[config.mk]
export PLATFORM = sky130hd
export DESIGN_NAME = car_light_ctrl
export DESIGN_NICKNAME = d
export VERILOG_FILES = /design/src/rtl/car_light_pkg.sv /design/src/rtl/blink_divider.sv /design/src/rtl/car_light_ctrl.sv
export SDC_FILE = /design/constraint.sdc
export NUM_CORES = 1
export LEC_CHECK = 0
export CAP_MARGIN = 5
export CORE_MARGIN = 8
export CORE_UTILIZATION = 56
export DETAILED_ROUTE_END_ITERATION = 6
export PLACE_DENSITY = 0.78
export SYNTH_ARGS = -nofsm -noshare
export SYNTH_HDL_FRONTEND = slang
export SYNTH_SLANG_ARGS = --single-unit
[constraint.sdc]
create_clock -name clk -period 2.5 [get_ports clk]
set_input_delay 0.375 -clock clk [delete_from_list [all_inputs] [get_ports clk]]
set_output_delay 0.375 -clock clk [all_outputs]
set_load 0.01 [all_outputs]
[src/rtl/car_light_pkg.sv]
// Shared constants for the indicator-lamp sequencer: state width and state codes.
package car_light_pkg;

    localparam int unsigned StateW = 3;

    localparam logic [StateW-1:0] StOff     = 3'd0;
    localparam logic [StateW-1:0] StIdle    = 3'd1;
    localparam logic [StateW-1:0] StLeft    = 3'd2;
    localparam logic [StateW-1:0] StRight   = 3'd3;
    localparam logic [StateW-1:0] StHazard  = 3'd4;
    localparam logic [StateW-1:0] StReverse = 3'd5;

endpackage

[src/rtl/blink_divider.sv]
// Free-running divider producing the 50% duty led_clk plus a one-cycle strobe
// that is high in the first cycle led_clk reads 1.
module blink_divider #(
    parameter int unsigned BLINK_DIV = 25_000_000
) (
    input  logic clk,
    input  logic rst,
    output logic led_clk,
    output logic led_rise
);

    localparam int unsigned CntW = (BLINK_DIV > 1) ? $clog2(BLINK_DIV) : 1;
    localparam logic [CntW-1:0] CntMax = CntW'(BLINK_DIV - 1);

    logic [CntW-1:0] div_cnt_q;
    logic            led_clk_q;
    logic            led_rise_q;
    logic            wrap;

    assign wrap = (div_cnt_q == CntMax);

    always_ff @(posedge clk or posedge rst) begin
        if (rst) begin
            div_cnt_q  <= '0;
            led_clk_q  <= 1'b0;
            led_rise_q <= 1'b0;
        end else begin
            led_rise_q <= 1'b0;
            if (wrap) begin
                div_cnt_q  <= '0;
                led_clk_q  <= ~led_clk_q;
                led_rise_q <= ~led_clk_q;
            end else begin
                div_cnt_q <= div_cnt_q + 1'b1;
            end
        end
    end

    assign led_clk  = led_clk_q;
    assign led_rise = led_rise_q;

endmodule

[src/rtl/car_light_ctrl.sv]
// Indicator-lamp sequencer: prioritises power/hazard/reverse/turn requests and
// enforces a minimum blink count once a turn request is released.
module car_light_ctrl
    import car_light_pkg::*;
#(
    parameter int unsigned BLINK_DIV  = 25_000_000,
    parameter int unsigned MIN_BLINKS = 3
) (
    input  logic              clk,
    input  logic              rst,
    input  logic              power_on,
    input  logic              hazard,
    input  logic              reverse,
    input  logic              turn_left,
    input  logic              turn_right,
    output logic              led_clk,
    output logic              stay_left,
    output logic              stay_right,
    output logic              twinkle_left,
    output logic              twinkle_right,
    output logic [StateW-1:0] light_state
);

    localparam int unsigned BlinkW = $clog2(2 * MIN_BLINKS + 1);
    localparam logic [BlinkW-1:0] BlinkReload = BlinkW'(2 * MIN_BLINKS);

    logic              led_rise;
    logic [StateW-1:0] state_q, state_d;
    logic [BlinkW-1:0] blink_rem_q, blink_rem_d;
    logic              stay_left_q, stay_right_q, twinkle_left_q, twinkle_right_q;
    logic              stay_left_d, stay_right_d, twinkle_left_d, twinkle_right_d;

    blink_divider #(
        .BLINK_DIV(BLINK_DIV)
    ) u_divider (
        .clk     (clk),
        .rst     (rst),
        .led_clk (led_clk),
        .led_rise(led_rise)
    );

    // Exit test uses the pre-decrement count, so a final decrement to 0 exits one cycle later.
    always_comb begin
        state_d     = state_q;
        blink_rem_d = blink_rem_q;
        if (!power_on) begin
            state_d     = StOff;
            blink_rem_d = '0;
        end else if (hazard) begin
            state_d     = StHazard;
            blink_rem_d = '0;
        end else if (reverse) begin
            state_d     = StReverse;
            blink_rem_d = '0;
        end else begin
            case (state_q)
                StIdle: begin
                    if (turn_left) begin
                        state_d     = StLeft;
                        blink_rem_d = BlinkReload;
                    end else if (turn_right) begin
                        state_d     = StRight;
                        blink_rem_d = BlinkReload;
                    end
                end
                StLeft: begin
                    if (turn_left) begin
                        blink_rem_d = BlinkReload;
                    end else if (turn_right) begin
                        state_d     = StRight;
                        blink_rem_d = BlinkReload;
                    end else if (blink_rem_q == '0) begin
                        state_d = StIdle;
                    end else if (led_rise) begin
                        blink_rem_d = blink_rem_q - 1'b1;
                    end
                end
                StRight: begin
                    if (turn_left) begin
                        state_d     = StLeft;
                        blink_rem_d = BlinkReload;
                    end else if (turn_right) begin
                        blink_rem_d = BlinkReload;
                    end else if (blink_rem_q == '0) begin
                        state_d = StIdle;
                    end else if (led_rise) begin
                        blink_rem_d = blink_rem_q - 1'b1;
                    end
                end
                default: begin
                    state_d     = StIdle;
                    blink_rem_d = '0;
                end
            endcase
        end
    end

    // Decode from the next state so lamp controls change on the same edge as the state.
    always_comb begin
        stay_left_d     = 1'b0;
        stay_right_d    = 1'b0;
        twinkle_left_d  = 1'b0;
        twinkle_right_d = 1'b0;
        case (state_d)
            StLeft:    twinkle_left_d = 1'b1;
            StRight:   twinkle_right_d = 1'b1;
            StHazard: begin
                twinkle_left_d  = 1'b1;
                twinkle_right_d = 1'b1;
            end
            StReverse: begin
                stay_left_d  = 1'b1;
                stay_right_d = 1'b1;
            end
            default: ;
        endcase
    end

    always_ff @(posedge clk or posedge rst) begin
        if (rst) begin
            state_q         <= StOff;
            blink_rem_q     <= '0;
            stay_left_q     <= 1'b0;
            stay_right_q    <= 1'b0;
            twinkle_left_q  <= 1'b0;
            twinkle_right_q <= 1'b0;
        end else begin
            state_q         <= state_d;
            blink_rem_q     <= blink_rem_d;
            stay_left_q     <= stay_left_d;
            stay_right_q    <= stay_right_d;
            twinkle_left_q  <= twinkle_left_d;
            twinkle_right_q <= twinkle_right_d;
        end
    end

    assign stay_left     = stay_left_q;
    assign stay_right    = stay_right_q;
    assign twinkle_left  = twinkle_left_q;
    assign twinkle_right = twinkle_right_q;
    assign light_state   = state_q;

endmodule

Word level (Yosys, flattened, before mapping)
Cells that the tools add are included.
{"block": "op_classes", "n_bitwise": 1, "add_sub_neg": 2, "eq_ne": 11, "reduce_logical": 5, "mux": 26}
{"op": "$mux 3", "n": 19}
{"op": "$add 25x1->25 const B", "n": 1}
{"op": "$eq 25x25->1 const B", "n": 1}
{"op": "$mux 25", "n": 1}
{"op": "$eq 3x2->1 const B", "n": 4}
{"op": "$pmux 3 s3", "n": 1}
{"op": "$ne 7x2->1 const B", "n": 1}
{"op": "$ne 7x7->1 const B", "n": 1}
{"op": "$eq 3x3->1 const B", "n": 2}
{"op": "$ne 6x6->1 const B", "n": 1}
{"op": "$pmux 3 s2", "n": 1}
{"op": "$reduce_or 2->1", "n": 3}
{"op": "$mux 1", "n": 4}
{"op": "$eq 3x1->1 const B", "n": 1}
{"op": "$logic_not 3->1", "n": 1}
{"op": "$reduce_and 3->1", "n": 1}
{"op": "$sub 3x1->3 const B", "n": 1}
{"op": "$not 1->1", "n": 1}
{"block": "word_totals", "ff_bits": 36, "wordCells": 53}

Logic depth before layout (Yosys ltp)
{"block": "depth", "ltp_word": 11, "mapped_depth": 7, "depth_no_buf": 7}

Cells and area by module
Synthesis repeated with hierarchy kept, for this count alone.
{"block": "unflattened", "hier_cells": 181, "hier_area_um2": 1853.0}
{"mod": "blink_divider", "instances": 1, "seq_area_each_um2": 675.6, "cells_per_inst": 130, "area_per_inst_um2": 1345.0}
{"mod": "car_light_ctrl", "instances": 1, "seq_area_each_um2": 225.2, "cells_per_inst": 51, "area_per_inst_um2": 508.0}

Least setup slack after synthesis
OpenSTA, ideal clock, no wires.
{"block": "synth_path", "path_type": "register to register", "startpoint": "register u_divider.div_cnt_q[0]", "endpoint": "register u_divider.div_cnt_q[11]", "path_stages_with_launch": 8, "arrival_time_ps": 1661, "path_slack_ps": 720, "path_buffers": 1, "period_less_slack_ps": 1780, "required_ps": 2381, "cell_sequence": "dfrtp_1 -> ha_1 -> and3_1 -> and3_1 -> nand4_1 -> nor2_1 -> buf_4 -> nor2_1"}
{"block": "synth_via", "elab_chain_cells": 2, "elab_cells_between_ends": 3}
{"element": "from (decl)", "line_no": "blink_divider.sv:15", "source": "logic [CntW-1:0] div_cnt_q;"}
{"element": "from (signal assigned)", "line_no": "blink_divider.sv:34", "source": "div_cnt_q <= div_cnt_q + 1'b1;"}
{"element": "$add 25x1->25 or $eq 25x25->1 (tied branches)", "line_no": "blink_divider.sv:34, blink_divider.sv:20"}
{"element": "$mux 25 *", "line_no": "blink_divider.sv:29", "source": "if (wrap) begin"}
Every way passes the cells marked *; elsewhere a longest branch is shown, timed or not.
A chain may end at the register's enable or synchronous reset.

Worst setup path after layout
{"block": "layout_path", "startpoint": "register u_divider.div_cnt_q[0]", "endpoint": "register u_divider.led_clk_q, in the netlist u_divider.led_clk"}
{"block": "layout_via", "elab_chain_cells": 1}
{"element": "$eq 25x25->1", "line_no": "blink_divider.sv:20", "source": "assign wrap = (div_cnt_q == CntMax);"}
{"element": "to (signal assigned)", "line_no": "blink_divider.sv:31", "source": "led_clk_q <= ~led_clk_q;"}
{"element": "to (decl)", "line_no": "blink_divider.sv:16", "source": "logic led_clk_q;"}
No other way between the ends.

==> results.yml <==
timing:
  setup_viol: 0
  holdWs_ns: 0.420
  fin_ws_ns: 0.635
  slew-limit-headroom_pct: 71.1
  final_max_slew_viol_count: 0
  period_needed_ns: 1.87
  clock.fmax_mhz: 536
  hold_viol: 0
  setup_tns_ns: 0
  tightest_slew_ns: 0.434
  final.setup_skew_ns: 0.00352
  period_share_pct: 74.6
  rsz0062_at_grt: "false"
min_path:
  hp-class: "in -> async"
placed_design:
  post-place-cells: 217
  io_buffers: 14
  hpwl_um: 2530
  pre_cts_slack_ns: 0.529
  place.gp.congestion: 0.914
  place_area_um2: 1920
floorplan:
  die_area_um2: 5150
  start_util_pct: 58.0
  rows: 20
  core_um2: 3000
  io_pins: 15
  die_w_um: 71.8
  die_y_um: 71.8
clock_tree:
  post_cts_buffers: 0
  numCtsBuffers: 5
  postCtsHoldBufs: 0
  cts_max_path_buffers: 2
  clock-sinks: 36
  root_buffer: "clkbuf_4"
  cts.clk_slew.worst_paths_ns: 0.10
  insertion_delay_ns: 0.33
  cts_resized: 0
  htreeDepth: 2
  cts_tree: "yes"
worst_setup_path:
  worstSetupStartpointType: "flop"
  worstSetupStartpoint: "u_divider.div_cnt_q[0]"
  crit_path_max_fanout: 6
  r2r_slack_ns: 0.63
  critPathCaptureType: "flop"
  critPathKind: "reg -> reg"
  r2r-start: "u_divider.div_cnt_q[0]"
  cp.arrival_ns: 2.13
  crit_required_ns: 2.77
grt:
  grt_antenna_before_repair: 0
  grt.overflow.total: 0
  grt_max_degree: 37
  grt_pass1_wl_um: 5940
  track_usage_pct: 14.5
  grt_pass1_vias: 1356
drt:
  routedWlPerCell_um: 14.8
  dr.pass1.iters: 4
  drc: 0
  ant_nets: 0
  totalWireLength_um: 3310
  drtIter0Drc: 98
  via_count: 1291
  vias_per_cell: 5.76
outcome:
  status: "finished, final reports clean"
cells_and_area:
  antennaDiodeCount: 0
  fillers: 239
  drive_gt1_share_pct: 10.5
  area_delta_synth_final_pct: 13.9
  final_nets: 201
  final-seq-area_um2: 901
  fin_cells: 224
  finalInstanceArea_um2: 1980
  multiInputGateArea_um2: 785
power:
  p_per_area_nw_per_um2: 493
  irDropWorstVdd_v: 0.000396
  leakagePower_nw: 0.844
synthesis:
  postSynthAreaPerCell_um2: 10.2
  synth_cells: 170
  synthDistinctLibCells: 33
  synth_warnings: 0
  ys_seq_elements: 36
  syn_area_um2: 1740
  yosysSeqAreaShare_pct: 51.7
  syn_nets: 180
job:
  maxCapViolCount: 0
## cells in the mapped netlist
master     number  area [µm²]
o21ai_0         4        20.0
nand3b_1        3        22.5
nor2_1         19        71.3
or3_1           1        6.26
nor2_2          4        25.0
nor3_2          3        30.0
a21oi_1         7        35.0
or3b_2          1        8.76
nand4_1         4        25.0
buf_4           2        15.0
o31ai_1         1        7.51
nand2b_1        2        12.5
nor3_1          7        35.0
inv_1           8        30.0
buf_6           1        11.3
nand2_1        13        48.8
or4_4           1        11.3
nand4bb_1       1        11.3
nand4_2         1        12.5
nor2b_1         1        6.26
nor4_1          4        25.0
and4_1          3        26.3
and3_1          3        18.8
o21a_1          3        22.5
o21bai_1        1        7.51
ha_1            3        37.5
a41o_1          1        10.0
nand3_1         6        30.0
xor2_1          6        52.6
a31oi_1         3        18.8
xnor2_1        16         140
and2_1          1        6.26
dfrtp_1        36         901
## cell usage in the layout, fill, tap and decap left out, drive strengths merged, types with 4 or more instances in the layout
cell type and n:
dfrtp 36, nor2 23, xnor2 16, clkdlybuf4s50 14
nand2 13, nor3 10, inv 8, a21oi 7
clkbuf 7, nand3 6, xor2 6, nand4 5
o21ai 4, nor4 4
## layout make-up
class / instances / share of cell area, %
Sequential cell: 36 / 45.4
Timing Repair Buffer: 17 / 8.20
Tap cell: 33 / 2.08
Inverter: 8 / 1.51
Multi-Input combinational cell: 123 / 39.5
Clock buffer: 7 / 3.28
## critical path, cell delays in order, from the launching register on
cell and delay, ns:
dfrtp_1 0.40, ha_1 0.20, and3_1 0.24, and3_1 0.27
nand4_1 0.20, nor2_1 0.19, buf_4 0.17, xor2_1 0.14
## power by group
group          switching, mW  leakage (nW)  internal, mW
logic                 0.0273         0.324        0.0254
clock network          0.175        0.0374         0.159
registers            0.00411         0.483         0.587
## state kept, by name, summed over array words and instances, names as in the netlist
name,flops
u_divider.div_cnt_q,25
blink_rem_q,3
light_state,3
stay_right,1
twinkle_left,1
twinkle_right,1
u_divider.led_clk,1
u_divider.led_rise,1
## worst paths after layout
path                                           endpoint  depth (start not counted)
worst max-delay path                  u_divider.led_clk                          7
worst min-delay path            u_divider.div_cnt_q[20]                          3
worst max register to register        u_divider.led_clk                          7
worst min register to register   u_divider.div_cnt_q[0]                          1
max in group asynchronous        u_divider.div_cnt_q[2]                          3
min in group clk                 u_divider.div_cnt_q[0]                          1
## logic make-up after synthesis
kind of cell / synth area share, %
XOR/XNOR: 11.1
buffers and inverters: 3.23
AO/OA/AOI/OAI: 6.97
flip-flops: 51.7
AND/OR/NAND/NOR: 24.9
adder cells (fa/ha/maj): 2.16
## per-stage QoR
step / util, % / total power, mW
finish: 66.1 / 0.978
global route: 66.1 / 1.03
CTS: 66.1 / 0.997
detailed placement: 63.9 / 0.657
global placement: 63.9 / 0.654
floorplan: - / 0.627
## per-layer routing
| layer | share of wire [%] | wire [µm] | vias to the layer above | global-route usage [%] |
|---|---|---|---|---|
| met4 | 0.94 | 31 | 0 | 5.22 |
| met2 | 54 | 1770 | 16 | 25.4 |
| met5 | 0 | 0 | - | 0 |
| li1 | - | - | 629 | - |
| met1 | 41 | 1360 | 641 | 15.5 |
| met3 | 4.2 | 140 | 5 | 5.44 |
No activity file was read; power rests on OpenSTA's default activity.
